`config.mk`:
```
export PLATFORM = sky130hd
export DESIGN_NAME = vx_commit_arbiter
export DESIGN_NICKNAME = d
export VERILOG_FILES = /design/src/rtl/vx_commit_arbiter.sv
export SDC_FILE = /design/constraint.sdc
export NUM_CORES = 1
export LEC_CHECK = 0
export CORE_AREA = 8 8 440 442
export DETAILED_ROUTE_END_ITERATION = 16
export DIE_AREA = 0 0 448 450
export GPL_TIMING_DRIVEN = 0
export PLACE_DENSITY = 0.3
export SLEW_MARGIN = 20
export SYNTH_ARGS = -nofsm -noshare
export SYNTH_HDL_FRONTEND = slang
export SYNTH_SLANG_ARGS = --single-unit
```
`constraint.sdc`:
```
create_clock -name clk -period 11.9 [get_ports clk]
set_clock_uncertainty 0.05 [all_clocks]
set_input_delay 3.57 -clock clk [delete_from_list [all_inputs] [get_ports clk]]
set_output_delay 3.57 -clock clk [all_outputs]
set_load 0.005 [all_outputs]
```
`src/rtl/vx_commit_arbiter.sv`:
```
// Writeback commit arbiter for one issue slot.
// Collects result beats from NUM_UNITS execution units, grants them
// round-robin, keeps multi-beat results contiguous until eop, and drives
// a registered writeback stream plus a committed-instruction counter.
module vx_commit_arbiter #(
    parameter int NUM_UNITS     = 4,
    parameter int NUM_THREADS   = 4,
    parameter int XLEN          = 32,
    parameter int NW_BITS       = 2,
    parameter int NR_BITS       = 6,
    parameter int UUID_WIDTH    = 44,
    parameter int PERF_CTR_BITS = 44,
    parameter int DATAW         = UUID_WIDTH + NW_BITS + XLEN + NUM_THREADS + NR_BITS
                                  + NUM_THREADS * XLEN + 1
) (
    input  logic                          clk,
    input  logic                          reset,
    input  logic [NUM_UNITS-1:0]          in_valid,
    input  logic [NUM_UNITS*DATAW-1:0]    in_data,
    output logic [NUM_UNITS-1:0]          in_ready,
    output logic                          wb_valid,
    output logic [UUID_WIDTH-1:0]         wb_uuid,
    output logic [NW_BITS-1:0]            wb_wid,
    output logic [XLEN-1:0]               wb_PC,
    output logic [NUM_THREADS-1:0]        wb_tmask,
    output logic [NR_BITS-1:0]            wb_rd,
    output logic [NUM_THREADS*XLEN-1:0]   wb_data,
    output logic                          wb_eop,
    output logic [PERF_CTR_BITS-1:0]      commit_count
);

    localparam int IDX_W    = (NUM_UNITS > 1) ? $clog2(NUM_UNITS) : 1;
    localparam int LANES_W  = NUM_THREADS * XLEN;
    localparam int DAT_LSB  = 1;
    localparam int RD_LSB   = DAT_LSB + LANES_W;
    localparam int TM_LSB   = RD_LSB + NR_BITS;
    localparam int PC_LSB   = TM_LSB + NUM_THREADS;
    localparam int WID_LSB  = PC_LSB + XLEN;
    localparam int UUID_LSB = WID_LSB + NW_BITS;

    typedef enum logic {
        ST_OPEN   = 1'b0,
        ST_LOCKED = 1'b1
    } lock_state_e;

    lock_state_e            state;
    logic [IDX_W-1:0]       lock_id;
    logic [IDX_W-1:0]       rr_ptr;

    logic [NUM_UNITS-1:0]   grant;
    logic [IDX_W-1:0]       win_id;
    logic [IDX_W-1:0]       scan;
    logic                   found;
    logic [DATAW-1:0]       beat;
    logic                   xfer;

    // Successor of a unit index, wrapping N-1 -> 0 (constant 0 when N=1).
    function automatic logic [IDX_W-1:0] next_idx(input logic [IDX_W-1:0] idx);
        if (idx == IDX_W'(NUM_UNITS - 1))
            return '0;
        return idx + 1'b1;
    endfunction

    // Grant selection: locked owner only, otherwise first valid unit from rr_ptr.
    always_comb begin
        grant  = '0;
        win_id = '0;
        scan   = rr_ptr;
        found  = 1'b0;
        if (state == ST_LOCKED) begin
            if (in_valid[lock_id]) begin
                grant[lock_id] = 1'b1;
                win_id         = lock_id;
            end
        end else begin
            for (int unsigned k = 0; k < NUM_UNITS; k++) begin
                if (!found && in_valid[scan]) begin
                    found       = 1'b1;
                    grant[scan] = 1'b1;
                    win_id      = scan;
                end
                scan = next_idx(scan);
            end
        end
    end

    // Select the granted unit's beat (grant is one-hot or zero).
    always_comb begin
        beat = '0;
        for (int unsigned k = 0; k < NUM_UNITS; k++) begin
            if (grant[k])
                beat = in_data[k*DATAW +: DATAW];
        end
    end

    assign in_ready = reset ? '0 : grant;
    assign xfer     = |in_ready;

    // Arbitration state, writeback register and commit counter.
    always_ff @(posedge clk or posedge reset) begin
        if (reset) begin
            state        <= ST_OPEN;
            lock_id      <= '0;
            rr_ptr       <= '0;
            wb_valid     <= 1'b0;
            wb_uuid      <= '0;
            wb_wid       <= '0;
            wb_PC        <= '0;
            wb_tmask     <= '0;
            wb_rd        <= '0;
            wb_data      <= '0;
            wb_eop       <= 1'b0;
            commit_count <= '0;
        end else begin
            wb_valid <= xfer;
            if (xfer) begin
                wb_uuid  <= beat[UUID_LSB +: UUID_WIDTH];
                wb_wid   <= beat[WID_LSB +: NW_BITS];
                wb_PC    <= beat[PC_LSB +: XLEN];
                wb_tmask <= beat[TM_LSB +: NUM_THREADS];
                wb_rd    <= beat[RD_LSB +: NR_BITS];
                wb_data  <= beat[DAT_LSB +: LANES_W];
                wb_eop   <= beat[0];
                if (beat[0]) begin
                    commit_count <= commit_count + 1'b1;
                    state        <= ST_OPEN;
                    rr_ptr       <= next_idx(win_id);
                end else begin
                    state   <= ST_LOCKED;
                    lock_id <= win_id;
                end
            end
        end
    end

`ifndef SYNTHESIS
    a_ready_onehot: assert property (@(posedge clk) disable iff (reset) $onehot0(in_ready));

    for (genvar g = 0; g < NUM_UNITS; g++) begin : g_hold_chk
        a_data_hold: assert property (@(posedge clk) disable iff (reset)
            ($past(in_valid[g] && !in_ready[g]) && in_valid[g])
                |-> $stable(in_data[g*DATAW +: DATAW]));
    end
`endif

endmodule
```
# [Word level (Yosys, flattened, before mapping)]
# Index checks and enable logic that the tools add are counted.
[op_classes] reduce_logical=14 addsub=5 n_eq_ne=4 bitwise_logic=4 magnitude_cmp=10 n_mux=67
[ops] op="$mux W217" count=4
[ops] op="$add A44 B1 Y44 const B" count=1
[ops] op="$mux W4" count=10
[ops] op="$mux W2" count=17
[ops] op="$mux W1" count=26
[ops] op="$lt A2 B3 Y1 const B" count=5
[ops] op="$or A4 B4 Y4" count=3
[ops] op="$bmux W1 S2" count=5
[ops] op="$demux W1 S2" count=5
[ops] op="$ge A2 B1 Y1 const B" count=5
[ops] op="$add A2 B1 Y2 const B" count=4
[ops] op="$eq A2 B2 Y1 const B" count=4
[ops] op="$logic_and A1 B1 Y1" count=8
[ops] op="$reduce_and A2 Y1" count=2
[ops] op="$reduce_or A4 Y1" count=1
[ops] op="$logic_not A1 Y1" count=3
[ops] op="$not A1 Y1" count=1
[totals] input_bits=874 elab_cells=116 register_bits=267 out_inout_bits=266

# [Logic depth before layout (Yosys ltp)]
[logic_depth] depth_word=29 depth_mapped=15

# [Worst setup path before layout]
# OpenSTA, ideal clock, no wires.
[synth_timing] path_kind="input port to output port" from="input port in_valid[1]" to="output port in_ready[3]" n_path_buf=5 arrival_ps=5745 path_stages=11 t_required_ps=8280 slack_ps=2535 path_cell_list="clkbuf_1 mux4_2 buf_2 a21oi_1 o31ai_1 a221o_1 nand2_1 buf_2 clkbuf_1 clkbuf_1 nor2_1"
[synth_via] elab_chain_cells=17
[synth_lines] item="from (decl)" line_no="18" text="input logic [NUM_UNITS-1:0] in_valid,"
[synth_lines] item="$bmux W1 S2" line_no="77" text="if (!found && in_valid[scan]) begin"
[synth_lines] item="$mux W1 (not written as such)" line_no="77"
[synth_lines] item="$mux W1" line_no="77"
[synth_lines] item="$mux W1" line_no="70" text="if (state == ST_LOCKED) begin"
[synth_lines] item="$logic_not A1 Y1" line_no="77"
[synth_lines] item="$logic_and A1 B1 Y1" line_no="77"
[synth_lines] item="$mux W1" line_no="77"
[synth_lines] item="$mux W1" line_no="70"
[synth_lines] item="$logic_not A1 Y1" line_no="77"
[synth_lines] item="$logic_and A1 B1 Y1" line_no="77"
[synth_lines] item="$mux W1" line_no="77"
[synth_lines] item="$mux W1" line_no="70"
[synth_lines] item="$logic_not A1 Y1" line_no="77"
[synth_lines] item="$logic_and A1 B1 Y1" line_no="77"
[synth_lines] item="$mux W4" line_no="77"
[synth_lines] item="$mux W4 (*)" line_no="70"
[synth_lines] item="$mux W4 (*)" line_no="96" text="assign in_ready = reset ? '0 : grant;"
[synth_lines] item="to (decl)" line_no="20" text="output logic [NUM_UNITS-1:0] in_ready,"
# Every way passes the cells marked *; elsewhere a longest branch is shown, timed or not. The select of a mux whose other input is x is not followed.

# [Worst setup path in the final report]
[layout_timing] from="input port in_valid[3]" to="output port in_ready[3]"
# The elaborated chain is that of the path after synthesis.

==> impl_metrics.py <==
metrics = {
    "setup_path": {
        "worstSetupPathType": "input port to output pin",
        "cpLargestDelayFamily": "buffers and inverters",
        "slowest_stage": "clkbuf_2",
        "cp-startpoint": "in_valid[3]",
        "slowest_delay_ns": 0.74,
        "path_cells": "clkdlybuf4s50_1, mux4_2, buf_2, a21oi_1, o31ai_1, a221o_1, nand2_1, buf_2, clkbuf_2, nor2_1, clkdlybuf4s50_1",
        "r2r_cells": 15,
        "endpoint_kind": "output pin",
        "regToRegSetupSlack_ns": 6.34,
        "cp.arrival_ns": 7.68,
        "path_max_fanout": 19,
        "start_kind": "input port",
        "crit_required_ns": 8.28,
        "crit_cells": 11,
        "crit_buf_inv": 5,
        "endpoint": "in_ready[3]",
        "rr_endpoint": "wb_data[19]",
        "rr_startpoint": "rr_ptr[0]",
    },
    "layout": {
        "multi_input_area_um2": 8474,
        "fin_util_pct": 17.27,
        "final_common_cell": "clkdlybuf4s50_1",
        "seq_area_um2": 6681,
        "syn_to_final_growth_pct": 100.4,
        "fin_nets": 3881,
        "layout_common_cells": "1137 x clkdlybuf4s50_1, 434 x o21ai_0, 267 x dfrtp_1",
        "drive_gt1_share_pct": 5.611,
        "fill_cells": 21130,
    },
    "floorplan": {
        "ios": 1140,
        "die_w_um": 448,
        "die_h_um": 450,
        "start_util_pct": 8.619,
        "die-area_um2": 201600,
        "fp-row-count": 159,
        "core-area_um2": 186600,
    },
    "clocking": {
        "cts_tree": "done",
        "cts_root_buffer": "clkbuf_16",
        "cts_setup_buffers": 0,
        "clkSlewWorstSetupHoldPaths_ns": 0.05,
        "cts_resized": 0,
        "insertion_delay_ns": 0.62,
        "htree_num_levels": 2,
        "clockBufferDepth": 3,
        "numClockSinks": 267,
        "cts-buffers-inserted": 42,
        "hold_buffers": 0,
    },
    "placed_design": {
        "io_buffers": 1137,
        "pre_cts_ws_ns": -0.07650,
        "dp_hpwl_um": 159800,
        "place.gp.congestion": 0.8937,
    },
    "synth": {
        "synth_edf_count": 0,
        "synth_area_leaders": "dfrtp_1 42%, o21ai_0 14%, a221oi_1 12%",
        "netlist_area_um2": 16080,
        "ys_types": 55,
        "synth-seq-cells": 267,
        "ys_seq_area_share_pct": 41.54,
        "yosys_warnings": 0,
        "synth_nets": 2692,
        "syn_inst": 1811,
        "yosys_most_used_dff": "dfrtp_1",
        "avgSynthCellArea_um2": 8.881,
        "async_flop_share_pct": 100.0,
        "post-synth-top-area-fraction_pct": 41.54,
        "synth_top_area_cell": "dfrtp_1",
    },
    "sta": {
        "worstMarginPinSlew_ns": 1.052,
        "hold_viol": 0,
        "worst_slack_ns": 0.5990,
        "rsz0062_at_grt": "no",
        "slew_violations": 0,
        "max_freq_ghz": 0.08849,
        "setup_viol": 0,
        "slew-limit-headroom_pct": 29.88,
        "timing.final.crit_share_pct": 94.97,
        "min_period_ns": 11.30,
        "hold_ws_ns": 0.4280,
    },
    "power_and_ir_drop": {
        "ir_drop_mv": 0.1167,
        "leakage_nw": 11.80,
        "power.density_nw_per_um2": 298.1,
    },
    "global_routing": {
        "grt_max_degree": 76,
        "grt_usage_pct": 17.40,
        "gr-total-overflow": 0,
        "grt_pass1_wl_um": 234200,
        "antenna_found_initial": 122,
        "grt_pass1_vias": 21840,
    },
    "detailed_routing": {
        "finalWirelength_um": 184800,
        "wl_per_cell_um": 33.34,
        "vias": 21070,
        "dr.pass1.iters": 5,
        "ant_nets": 0,
        "drt_iter0_drc": 1346,
        "via_per_inst": 3.800,
        "drc_errors": 0,
    },
    "outcome": {
        "outcome": "completed",
    },
    "min_path": {
        "min_path_type": "flop to flop",
    },
    "run": {
        "drv_cap": 0,
    },
}
-- sequential cells by signal, summed over array words and instances (netlist names) --
register,flops
wb_data,128
commit_count,44
wb_uuid,44
wb_PC,32
wb_rd,6
wb_tmask,4
lock_id,2
rr_ptr,2
wb_wid,2
state,1
wb_eop,1
wb_valid,1
-- Yosys cell counts, drive strengths merged, types with 3 or more instances --
master / instances
xor2: 27
a2bb2oi: 216
nor2: 29
xnor2: 18
nand3: 16
dfrtp: 267
and2: 5
ha: 7
nand2b: 7
mux2: 3
a221oi: 218
nand4: 6
and3: 8
nor3: 20
nor4: 4
buf: 67
nand2: 256
inv: 20
clkbuf: 134
a21oi: 7
mux2i: 5
and4: 3
o21ai: 438
-- cell families after synthesis --
group	after synthesis	share of synthesized area, %
and+or+nand+nor	360	9.988
AOI/OAI and AO/OA	901	38.81
buffers and inverters	221	5.865
xor gates and xnor gates	45	2.450
adders and majority gates	7	0.5445
DFF	267	41.54
muxes	10	0.8012
-- worst reg2reg max path: stages (launching register included) --
cell	delay, ns
dfrtp_1	0.56
inv_1	0.24
ha_1	0.34
clkbuf_1	0.45
mux2i_1	0.19
mux2_2	0.33
o311ai_0	0.30
a311o_1	0.24
and2_1	0.22
buf_4	0.31
nor2_4	0.20
buf_2	0.31
buf_2	0.33
a221oi_1	0.45
a2bb2oi_1	0.73
o21ai_0	0.18
-- stage by stage --
| step | area (µm²) | instances | total power [mW] | TNS [ns] |
|---|---|---|---|---|
| 2_1_floorplan | 16080 | 1811 | 4.656 | 0 |
| 4_1_cts | 32190 | 5525 | 9.906 | 0 |
| 3_3_place_gp | 30590 | 5443 | 8.438 | -1415.72 |
| 6_report | 32240 | 5543 | 9.608 | 0 |
| 3_5_place_dp | 30750 | 5452 | 8.482 | -0.07650 |
| 5_1_grt | 32210 | 5532 | 10.28 | 0 |
-- report_power, final --
part | total, mW | switching (mW) | internal [mW]
Combinational | 6.69 | 4.10 | 2.59
Sequential | 1.57 | 0.278 | 1.29
Clock | 1.35 | 0.554 | 0.798
-- area by class of cell --
| type | instances | area share, % |
|---|---|---|
| Antenna cell | 18 | 0.1397 |
| Clock buffer | 61 | 3.761 |
| Inverter | 20 | 0.2562 |
| Sequential cell | 267 | 20.73 |
| Timing Repair Buffer | 1146 | 35.72 |
| Multi-Input combinational cell | 1323 | 26.29 |
| Clock inverter | 13 | 0.7219 |
| Buffer | 200 | 2.705 |
| Tap cell | 2495 | 9.684 |
-- routing by layer --
layer	vias up	routed length [µm]	GRT usage, %
met3	242	15470	5.895
met2	908	92580	30.79
met5	-	498	0
met4	80	3890	3.450
met1	10440	72380	20.41
li1	9399	-	-
-- worst min-delay path by stage --
stage / from / end / slack (ns) / cells after the start
finish: wb_PC[1] / wb_PC[1] / 0.43 / 2
global route: wb_data[7] / wb_data[7] / 0.44 / 2
CTS: wb_data[90] / wb_data[90] / 0.43 / 2
detailed placement: wb_eop / wb_eop / 0.42 / 2
global placement: wb_data[26] / wb_data[26] / 0.41 / 2
floorplan: commit_count[43] / commit_count[43] / 0.41 / 1
(Power assumes the default switching activity.)
